### config.mk
export PLATFORM = sky130hd
export DESIGN_NAME = qspi_arbiter
export DESIGN_NICKNAME = d
export VERILOG_FILES = /design/src/rtl/qspi_arbiter.sv
export SDC_FILE = /design/constraint.sdc
export NUM_CORES = 1
export LEC_CHECK = 0
export ABC_AREA = 1
export CAP_MARGIN = 20
export CORE_MARGIN = 8
export CORE_UTILIZATION = 42
export CTS_BUF_LIST = sky130_fd_sc_hd__clkbuf_4
export DETAILED_ROUTE_END_ITERATION = 12
export PLACE_DENSITY = 0.9
export SYNTH_ARGS = -nofsm -noshare
export SYNTH_HDL_FRONTEND = slang
export SYNTH_SLANG_ARGS = --single-unit
### constraint.sdc
create_clock -name clock -period 1.9 [get_ports clock]
set_input_delay 0.285 -clock clock [delete_from_list [all_inputs] [get_ports clock]]
set_output_delay 0.285 -clock clock [all_outputs]
set_load 0.01 [all_outputs]
### src/rtl/qspi_arbiter.sv
// Transaction-granular round-robin arbiter sharing one QSPI controller between m0 and m1.
// Optional watchdog abort when QSPI_ARB_TIMEOUT_EN is defined.
module qspi_arbiter #(
  parameter int unsigned DATA_W         = 8,
  parameter int unsigned ADDR_W         = 25,
  parameter int unsigned LEN_W          = 8,
  parameter int unsigned TIMEOUT_CYCLES = 64
) (
  input  logic              clock,
  input  logic              rstn,
  input  logic              m0_req,
  input  logic              m1_req,
  input  logic              m0_we,
  input  logic              m1_we,
  input  logic [ADDR_W-1:0] m0_addr,
  input  logic [ADDR_W-1:0] m1_addr,
  input  logic [LEN_W-1:0]  m0_len,
  input  logic [LEN_W-1:0]  m1_len,
  input  logic [DATA_W-1:0] m0_wdata,
  input  logic [DATA_W-1:0] m1_wdata,
  input  logic              m0_stall,
  input  logic              m1_stall,
  output logic              m0_gnt,
  output logic              m1_gnt,
  output logic              m0_wdata_req,
  output logic              m1_wdata_req,
  output logic              m0_rdata_valid,
  output logic              m1_rdata_valid,
  output logic [DATA_W-1:0] rdata,
  output logic              m0_done,
  output logic              m1_done,
  output logic              m0_err,
  output logic              m1_err,
  output logic [ADDR_W-1:0] q_addr,
  output logic [DATA_W-1:0] q_wdata,
  output logic              q_start_read,
  output logic              q_start_write,
  output logic              q_stall,
  output logic              q_stop,
  input  logic [DATA_W-1:0] q_rdata,
  input  logic              q_data_req,
  input  logic              q_data_ready,
  input  logic              q_busy
);

  typedef enum logic [2:0] {StIdle, StStart, StXfer, StStop, StDrain} state_e;

  state_e            state_q, state_d;
  logic              owner_q, owner_d;
  logic              last_owner_q, last_owner_d;
  logic              we_q, we_d;
  logic [ADDR_W-1:0] addr_q, addr_d;
  logic [LEN_W-1:0]  cnt_q, cnt_d;
  logic [DATA_W-1:0] rdata_q, rdata_d;
  logic [DATA_W-1:0] wdata_q, wdata_d;
  logic              rvalid_q, rvalid_d;
  logic [1:0]        gnt_q, gnt_d;
  logic [1:0]        done_q, done_d;
  logic [1:0]        wreq;
  logic              winner;
  logic              beat;
  logic              owner_stall;
  logic [DATA_W-1:0] owner_wdata;

`ifdef QSPI_ARB_TIMEOUT_EN
  localparam int unsigned WdW = $clog2(TIMEOUT_CYCLES) + 1;
  logic [WdW-1:0] wd_q, wd_d;
  logic           abort_q, abort_d;
  logic [1:0]     err_q, err_d;
`endif

  assign owner_stall = owner_q ? m1_stall : m0_stall;
  assign owner_wdata = owner_q ? m1_wdata : m0_wdata;

  always_comb begin
    state_d       = state_q;
    owner_d       = owner_q;
    last_owner_d  = last_owner_q;
    we_d          = we_q;
    addr_d        = addr_q;
    cnt_d         = cnt_q;
    rdata_d       = rdata_q;
    wdata_d       = wdata_q;
    rvalid_d      = 1'b0;
    gnt_d         = 2'b00;
    done_d        = 2'b00;
    wreq          = 2'b00;
    winner        = 1'b0;
    beat          = 1'b0;
    q_start_read  = 1'b0;
    q_start_write = 1'b0;
    q_stall       = 1'b0;
    q_stop        = 1'b0;
    q_wdata       = wdata_q;
`ifdef QSPI_ARB_TIMEOUT_EN
    wd_d          = wd_q;
    abort_d       = abort_q;
    err_d         = 2'b00;
`endif
    unique case (state_q)
      StIdle: begin
        if (!q_busy && (m0_req || m1_req)) begin
          // On a tie the requester that did not own the last transaction wins.
          winner        = (m0_req && m1_req) ? ~last_owner_q : m1_req;
          owner_d       = winner;
          last_owner_d  = winner;
          we_d          = winner ? m1_we : m0_we;
          addr_d        = winner ? m1_addr : m0_addr;
          cnt_d         = winner ? m1_len : m0_len;
          gnt_d[winner] = 1'b1;
`ifdef QSPI_ARB_TIMEOUT_EN
          abort_d       = 1'b0;
`endif
          state_d       = StStart;
        end
      end
      StStart: begin
        q_start_write = we_q;
        q_start_read  = ~we_q;
`ifdef QSPI_ARB_TIMEOUT_EN
        wd_d          = '0;
`endif
        state_d       = StXfer;
      end
      StXfer: begin
        q_stall = owner_stall;
        beat    = we_q ? q_data_req : q_data_ready;
        if (beat) begin
          if (we_q) begin
            q_wdata      = owner_wdata;
            wdata_d      = owner_wdata;
            wreq[owner_q] = 1'b1;
          end else begin
            rdata_d  = q_rdata;
            rvalid_d = 1'b1;
          end
          if (cnt_q == '0) state_d = StStop;
          else             cnt_d   = cnt_q - 1'b1;
        end
`ifdef QSPI_ARB_TIMEOUT_EN
        if (beat) begin
          wd_d = '0;
        end else if (wd_q == WdW'(TIMEOUT_CYCLES - 1)) begin
          abort_d = 1'b1;
          state_d = StStop;
        end else if (!owner_stall) begin
          wd_d = wd_q + 1'b1;
        end
`endif
      end
      StStop: begin
        q_stop  = 1'b1;
        state_d = StDrain;
      end
      StDrain: begin
        if (!q_busy) begin
          done_d[owner_q] = 1'b1;
`ifdef QSPI_ARB_TIMEOUT_EN
          err_d[owner_q]  = abort_q;
`endif
          state_d         = StIdle;
        end
      end
      default: state_d = StIdle;
    endcase
  end

  always_ff @(posedge clock or negedge rstn) begin
    if (!rstn) begin
      state_q      <= StIdle;
      owner_q      <= 1'b0;
      last_owner_q <= 1'b1;
      we_q         <= 1'b0;
      addr_q       <= '0;
      cnt_q        <= '0;
      rdata_q      <= '0;
      wdata_q      <= '0;
      rvalid_q     <= 1'b0;
      gnt_q        <= 2'b00;
      done_q       <= 2'b00;
`ifdef QSPI_ARB_TIMEOUT_EN
      wd_q         <= '0;
      abort_q      <= 1'b0;
      err_q        <= 2'b00;
`endif
    end else begin
      state_q      <= state_d;
      owner_q      <= owner_d;
      last_owner_q <= last_owner_d;
      we_q         <= we_d;
      addr_q       <= addr_d;
      cnt_q        <= cnt_d;
      rdata_q      <= rdata_d;
      wdata_q      <= wdata_d;
      rvalid_q     <= rvalid_d;
      gnt_q        <= gnt_d;
      done_q       <= done_d;
`ifdef QSPI_ARB_TIMEOUT_EN
      wd_q         <= wd_d;
      abort_q      <= abort_d;
      err_q        <= err_d;
`endif
    end
  end

  assign q_addr         = addr_q;
  assign rdata          = rdata_q;
  assign m0_gnt         = gnt_q[0];
  assign m1_gnt         = gnt_q[1];
  assign m0_done        = done_q[0];
  assign m1_done        = done_q[1];
  assign m0_wdata_req   = wreq[0];
  assign m1_wdata_req   = wreq[1];
  assign m0_rdata_valid = rvalid_q & ~owner_q;
  assign m1_rdata_valid = rvalid_q & owner_q;
`ifdef QSPI_ARB_TIMEOUT_EN
  assign m0_err = err_q[0];
  assign m1_err = err_q[1];
`else
  assign m0_err = 1'b0;
  assign m1_err = 1'b0;
`endif

endmodule

---- After elaboration in Yosys (flattened, before gate mapping) ----
Cells that the tools add are included.
storage, ports and cells
  input port bits ......................... 101
  word-level logic and storage cells ...... 80
  output and inout port bits .............. 55
  flip-flop bits (word level) ............. 60
operators by class
  reduce and logical (&&, ||, !) cells .... 13
  $lt $le $gt $ge ......................... 4
  multiplexer cells ....................... 37
  bitwise gates (word level) .............. 5
  equal/unequal tests ..................... 9
  $add $sub $neg .......................... 1
operators with widths
  cell                 count
  $mux 8               8
  $mux 25              1
  $pmux 8 s2           1
  $pmux 3 s5           1
  $mux 2               7
  $mux 1               13
  $mux 3               4
  $ne 2x2->1 const B   5
  $logic_not 8->1      1
  $reduce_and 4->1     2
  $sub 8x1->8 const B  1
  $eq 3x2->1 const B   2
  $logic_and 1x1->1    4
  $lt 1x2->1 const B   2
  $eq 3x1->1 const B   1
  $eq 3x3->1 const B   1
  $logic_not 3->1      1
  $not 1->1            3
  $reduce_and 3->1     1
  $and 1x1->1          2
  $demux 1 s1          2
  $ge 1x1->1 const B   2
  $reduce_and 2->1     1
  $reduce_bool 2->1    1
  other kinds (2)      2

---- Longest topological paths before layout ----
  depth after elaboration ................. 8
  depth in mapped cells ................... 9
  mapped depth without buffers ............ 9

---- Least setup slack after synthesis ----
Ideal clock, no wire load.
  path kind ............................... flip-flop to output port
  start point ............................. reg state_q[2]
  end point ............................... out m0_wdata_req
  path slack .............................. 365 ps
  arrival ................................. 1250 ps
  buffers on the path ..................... 0
  data required time ...................... 1615 ps
  cell stages (with the launch flop) ...... 6
  cells stage by stage .................... dfrtp_1 nor2_4 nand2_4 nor2_1 nor2_2 nor3_1
on the way
  cells in the longest elaborated chain, start to end .. 2
ends and longest elaborated chain
  element                 RTL line  RTL
  from (decl)             48        state_e state_q, state_d;
  from (signal assigned)  170       state_q <= StIdle;
  from (signal assigned)  187       state_q <= state_d;
  $eq 3x2->1              100       unique case (state_q)
  $mux 2                  100
  to (decl)               25        output logic m0_wdata_req,
No other way between the ends.

---- Final worst setup path ----
  start point ............................. reg state_q[2]
  end point ............................... out q_wdata[5]
on the way
  cells in the longest elaborated chain, start to end .. 2
ends and longest elaborated chain
  element     RTL line  RTL
  $eq 3x2->1  100
  $mux 8      n/a
  to (decl)   35        output logic [DATA_W-1:0] q_wdata,
No other way between the ends.

==> results.py <==
metrics = {
    "hold_path": {
        "hold_class": "input pin to async pin",
    },
    "power_and_ir_drop": {
        "power_frac_comb_pct": 55.7,
        "p_per_area_mw_per_mm2": 1420,
        "switching_share_pct": 40.8,
        "ir_worst_vdd_uv": 725,
        "netSwitchingPower_mw": 2.99,
        "power.leakage_nw": 2.45,
        "seqPwrFrac_pct": 30.2,
        "totalPowerFinal_mw": 7.34,
        "intPower_mw": 4.34,
        "clkPwrFrac_pct": 14.1,
    },
    "status": {
        "failed_checks": "negative setup slack",
        "run_status": "finished, violations left",
    },
    "grt": {
        "grt_pass1_vias": 3467,
        "grt-ovfl-total": 0,
        "antenna_found_initial": 0,
        "grt_pass1_wl_mm": 16.6,
        "grt_max_degree": 31,
        "groute.usage.overall_pct": 18.7,
    },
    "floorplan": {
        "fp-row-count": 32,
        "core_mm2": 0.00757,
        "die_area_mm2": 0.0107,
        "pin_count": 156,
        "start_util_pct": 42.6,
        "die_h_um": 104,
        "chipWidth_um": 104,
    },
    "layout": {
        "num_antenna_cells": 0,
        "area_growth_pct": 60.3,
        "drive_gt1_share_pct": 23.5,
        "finish.utilization_pct": 68.3,
        "fin_cells": 652,
        "final_nets": 648,
        "nFillCells": 577,
    },
    "place": {
        "gp_congestion": 0.841,
        "io_buffers": 153,
        "placed_cells": 627,
        "dpl.hpwl_mm": 7.95,
    },
    "worst_setup_path": {
        "critPathArrivalTime_ns": 1.76,
        "max_stage_delay_ns": 0.43,
        "reg2reg_depth": 9,
        "startpoint_type": "flop",
        "crit_start": "state_q[2]$_DFFE_PN0P_",
        "end_kind": "primary output",
        "cp_max_fo": 7,
        "crit_type": "flop to primary output",
        "r2r_start": "state_q[2]$_DFFE_PN0P_",
        "crit_slowest_cell": "dfrtp_1",
        "rr_endpoint": "cnt_q[1]$_DFFE_PN0P_",
        "r2r_slack_ns": 0.32,
        "crit_required_ns": 1.62,
        "cpMostUsedCell": "nor2_4",
        "crit_chain": "nor2_4 > nand2_4 > nor3_4 > nor2_4 > buf_6 > o21ai_2 > buf_2",
    },
    "sta": {
        "hold_viol": 0,
        "setup_ws_ns": -0.141,
        "finalSetupViolCount": 10,
        "fin_crit_ns": 2.04,
        "slew_violations": 0,
        "max_clock_freq_mhz": 490,
        "rsz0062_at_grt": "yes",
        "fin_crit_sh_pct": 107,
        "fin_skew_ns": 0.0210,
    },
    "yosys": {
        "yosysWarnings": 0,
        "syn_inst": 363,
        "yosys.cell_types.count": 38,
        "ys_seq_elements": 60,
        "synth-seq-area-share_pct": 46.6,
        "avgSynthCellArea_um2": 8.88,
        "synth_ff_type": "dfrtp_1",
        "synth.most_common_cell": "nand2_1",
        "synth_largest_area_cell": "dfrtp_1",
        "synth.top_cell.area_share_pct": 45.8,
        "synthTopCellsByArea": "dfrtp_1 46%, nand2_1 16%, a22oi_2 5.4%",
        "synth_enable_flop_cells": 0,
        "ys_async_sr_fraction_pct": 100,
        "synth_area_mm2": 0.00322,
        "ys_top_cells_by_count": "134 x nand2_1, 59 x dfrtp_1, 22 x inv_1, 18 x a22oi_1, 17 x nand2_2",
    },
    "detailed_routing": {
        "vias_per_cell": 4.86,
        "wirelength_mm": 10.0,
        "ant_nets": 0,
        "initialDrtViolationCount": 70,
        "drc": 0,
        "first_pass_iters": 4,
        "wl_per_cell_um": 15.4,
        "vias": 3166,
    },
    "cts": {
        "htree_levels": 3,
        "root_buffer": "clkbuf_4",
        "clkSlewWorstSetupHoldPaths_ns": 0.12,
        "clock_sinks": 60,
        "cts_tree": "built",
        "numCtsBuffers": 9,
        "clk-insertion-delay-late_ns": 0.40,
        "clock_path_buffers": 2,
    },
    "flow_run": {
        "cap_violations": 0,
    },
}
==> power by group through the flow <==
stage,Sequential [mW],Combinational [mW],Clock [mW]
3_3_place_gp,2.21,3.86,0
4_1_cts,2.21,4.05,1.05
5_1_grt,2.28,4.49,1.11
2_1_floorplan,2.35,2.06,0
6_report,2.22,4.09,1.03
3_5_place_dp,2.24,3.98,0
==> placed cells by master, fill, tap and decap left out, types with 3 or more instances in the layout <==
| cell type | Yosys | final |
|---|---|---|
| clkbuf_4 | 0 | 9 |
| dfrtp_1 | 59 | 58 |
| dlygate4sd2_1 | 0 | 3 |
| nand2_1 | 134 | 134 |
| inv_2 | 6 | 8 |
| nor2_4 | 3 | 5 |
| buf_4 | 3 | 22 |
| nand2_4 | 5 | 5 |
| nand2_2 | 17 | 17 |
| nand3_1 | 10 | 9 |
| a22oi_1 | 18 | 18 |
| clkdlybuf4s50_1 | 0 | 136 |
| a22oi_2 | 14 | 14 |
| o21ai_2 | 2 | 8 |
| nor3_1 | 5 | 4 |
| clkdlybuf4s15_2 | 0 | 3 |
| o211ai_1 | 4 | 4 |
| nor2_1 | 14 | 13 |
| buf_2 | 1 | 10 |
| inv_1 | 22 | 20 |
| o21ai_0 | 10 | 10 |
| buf_6 | 3 | 6 |
==> area by class of cell <==
type / count / area (um2) / share of cell area (%)
Clock buffer: 9 / 67.6 / 1.31
Timing Repair Buffer: 182 / 1730 / 33.6
Sequential cell: 60 / 1500 / 29.1
Multi-Input combinational cell: 261 / 1500 / 29.0
Inverter: 31 / 143 / 2.76
Tap cell: 102 / 128 / 2.47
Clock inverter: 7 / 90.1 / 1.74
==> sequential cells by signal (all words and copies together), names as in the netlist <==
register,cells
q_addr,25
cnt_q,8
rdata,8
wdata_q,8
state_q,3
done_q,2
gnt_q,2
last_owner_q,1
owner_q,1
rvalid_q,1
we_q,1
==> per-layer routing <==
metal | track usage, % | wire length (um) | share of wire (%)
met3 | 6.13 | 679 | 6.8
met4 | 9.34 | 335 | 3.3
met2 | 33.6 | 5300 | 53
met1 | 18.9 | 3730 | 37
met5 | 0 | 0 | 0
==> worst max path at each step <==
stage	endpoint	slack (ns)
after CTS	q_wdata[3]	-0.18
final	q_wdata[5]	-0.14
after detailed placement	q_wdata[7]	-0.35
after global routing	q_wdata[5]	-0.24
after floorplan	m0_wdata_req	0.37
after global placement	q_wdata[3]	-0.23
==> through the flow <==
step                area, um2  setup slack [ns]  hold WS (ns)  setup TNS, ns
detailed placement       4900            -0.350        0.0756          -3.09
global route             5170            -0.241         0.175          -2.03
global placement         4900            -0.232        0.0744          -2.06
finish                   5170            -0.141         0.181         -0.869
CTS                      5120            -0.180         0.171          -1.24
floorplan                3230             0.365       -0.0106              0
==> logic make-up after synthesis <==
| logic type | count (synthesis) | share of synthesized area [%] |
|---|---|---|
| buf+inv | 43 | 8.78 |
| flops | 60 | 46.6 |
| simple gates | 194 | 27.6 |
| compound gates | 62 | 15.8 |
| fa+ha+maj | 2 | 0.777 |
| other cells | 1 | 0.116 |
| xor+xnor | 1 | 0.272 |
==> worst max-delay path, delay by kind of cell (launching register included) <==
family | cells | cell delay, ns
AOI/OAI and AO/OA | 1 | 0.14
buffers and inverters | 2 | 0.28
DFF | 1 | 0.43
and+or+nand+nor | 4 | 0.50
==> what timing repair did <==
item | in CTS | in global routing
pin swaps | 3 | 7
endpoints found under the hold margin | 59 | 0
buffers inserted | 6 | 2
resized for setup | 63 | 12
hold buffers | 1 | 0
endpoints found under the setup margin | 16 | 14
Note: power is estimated with default switching activity, not from simulation.
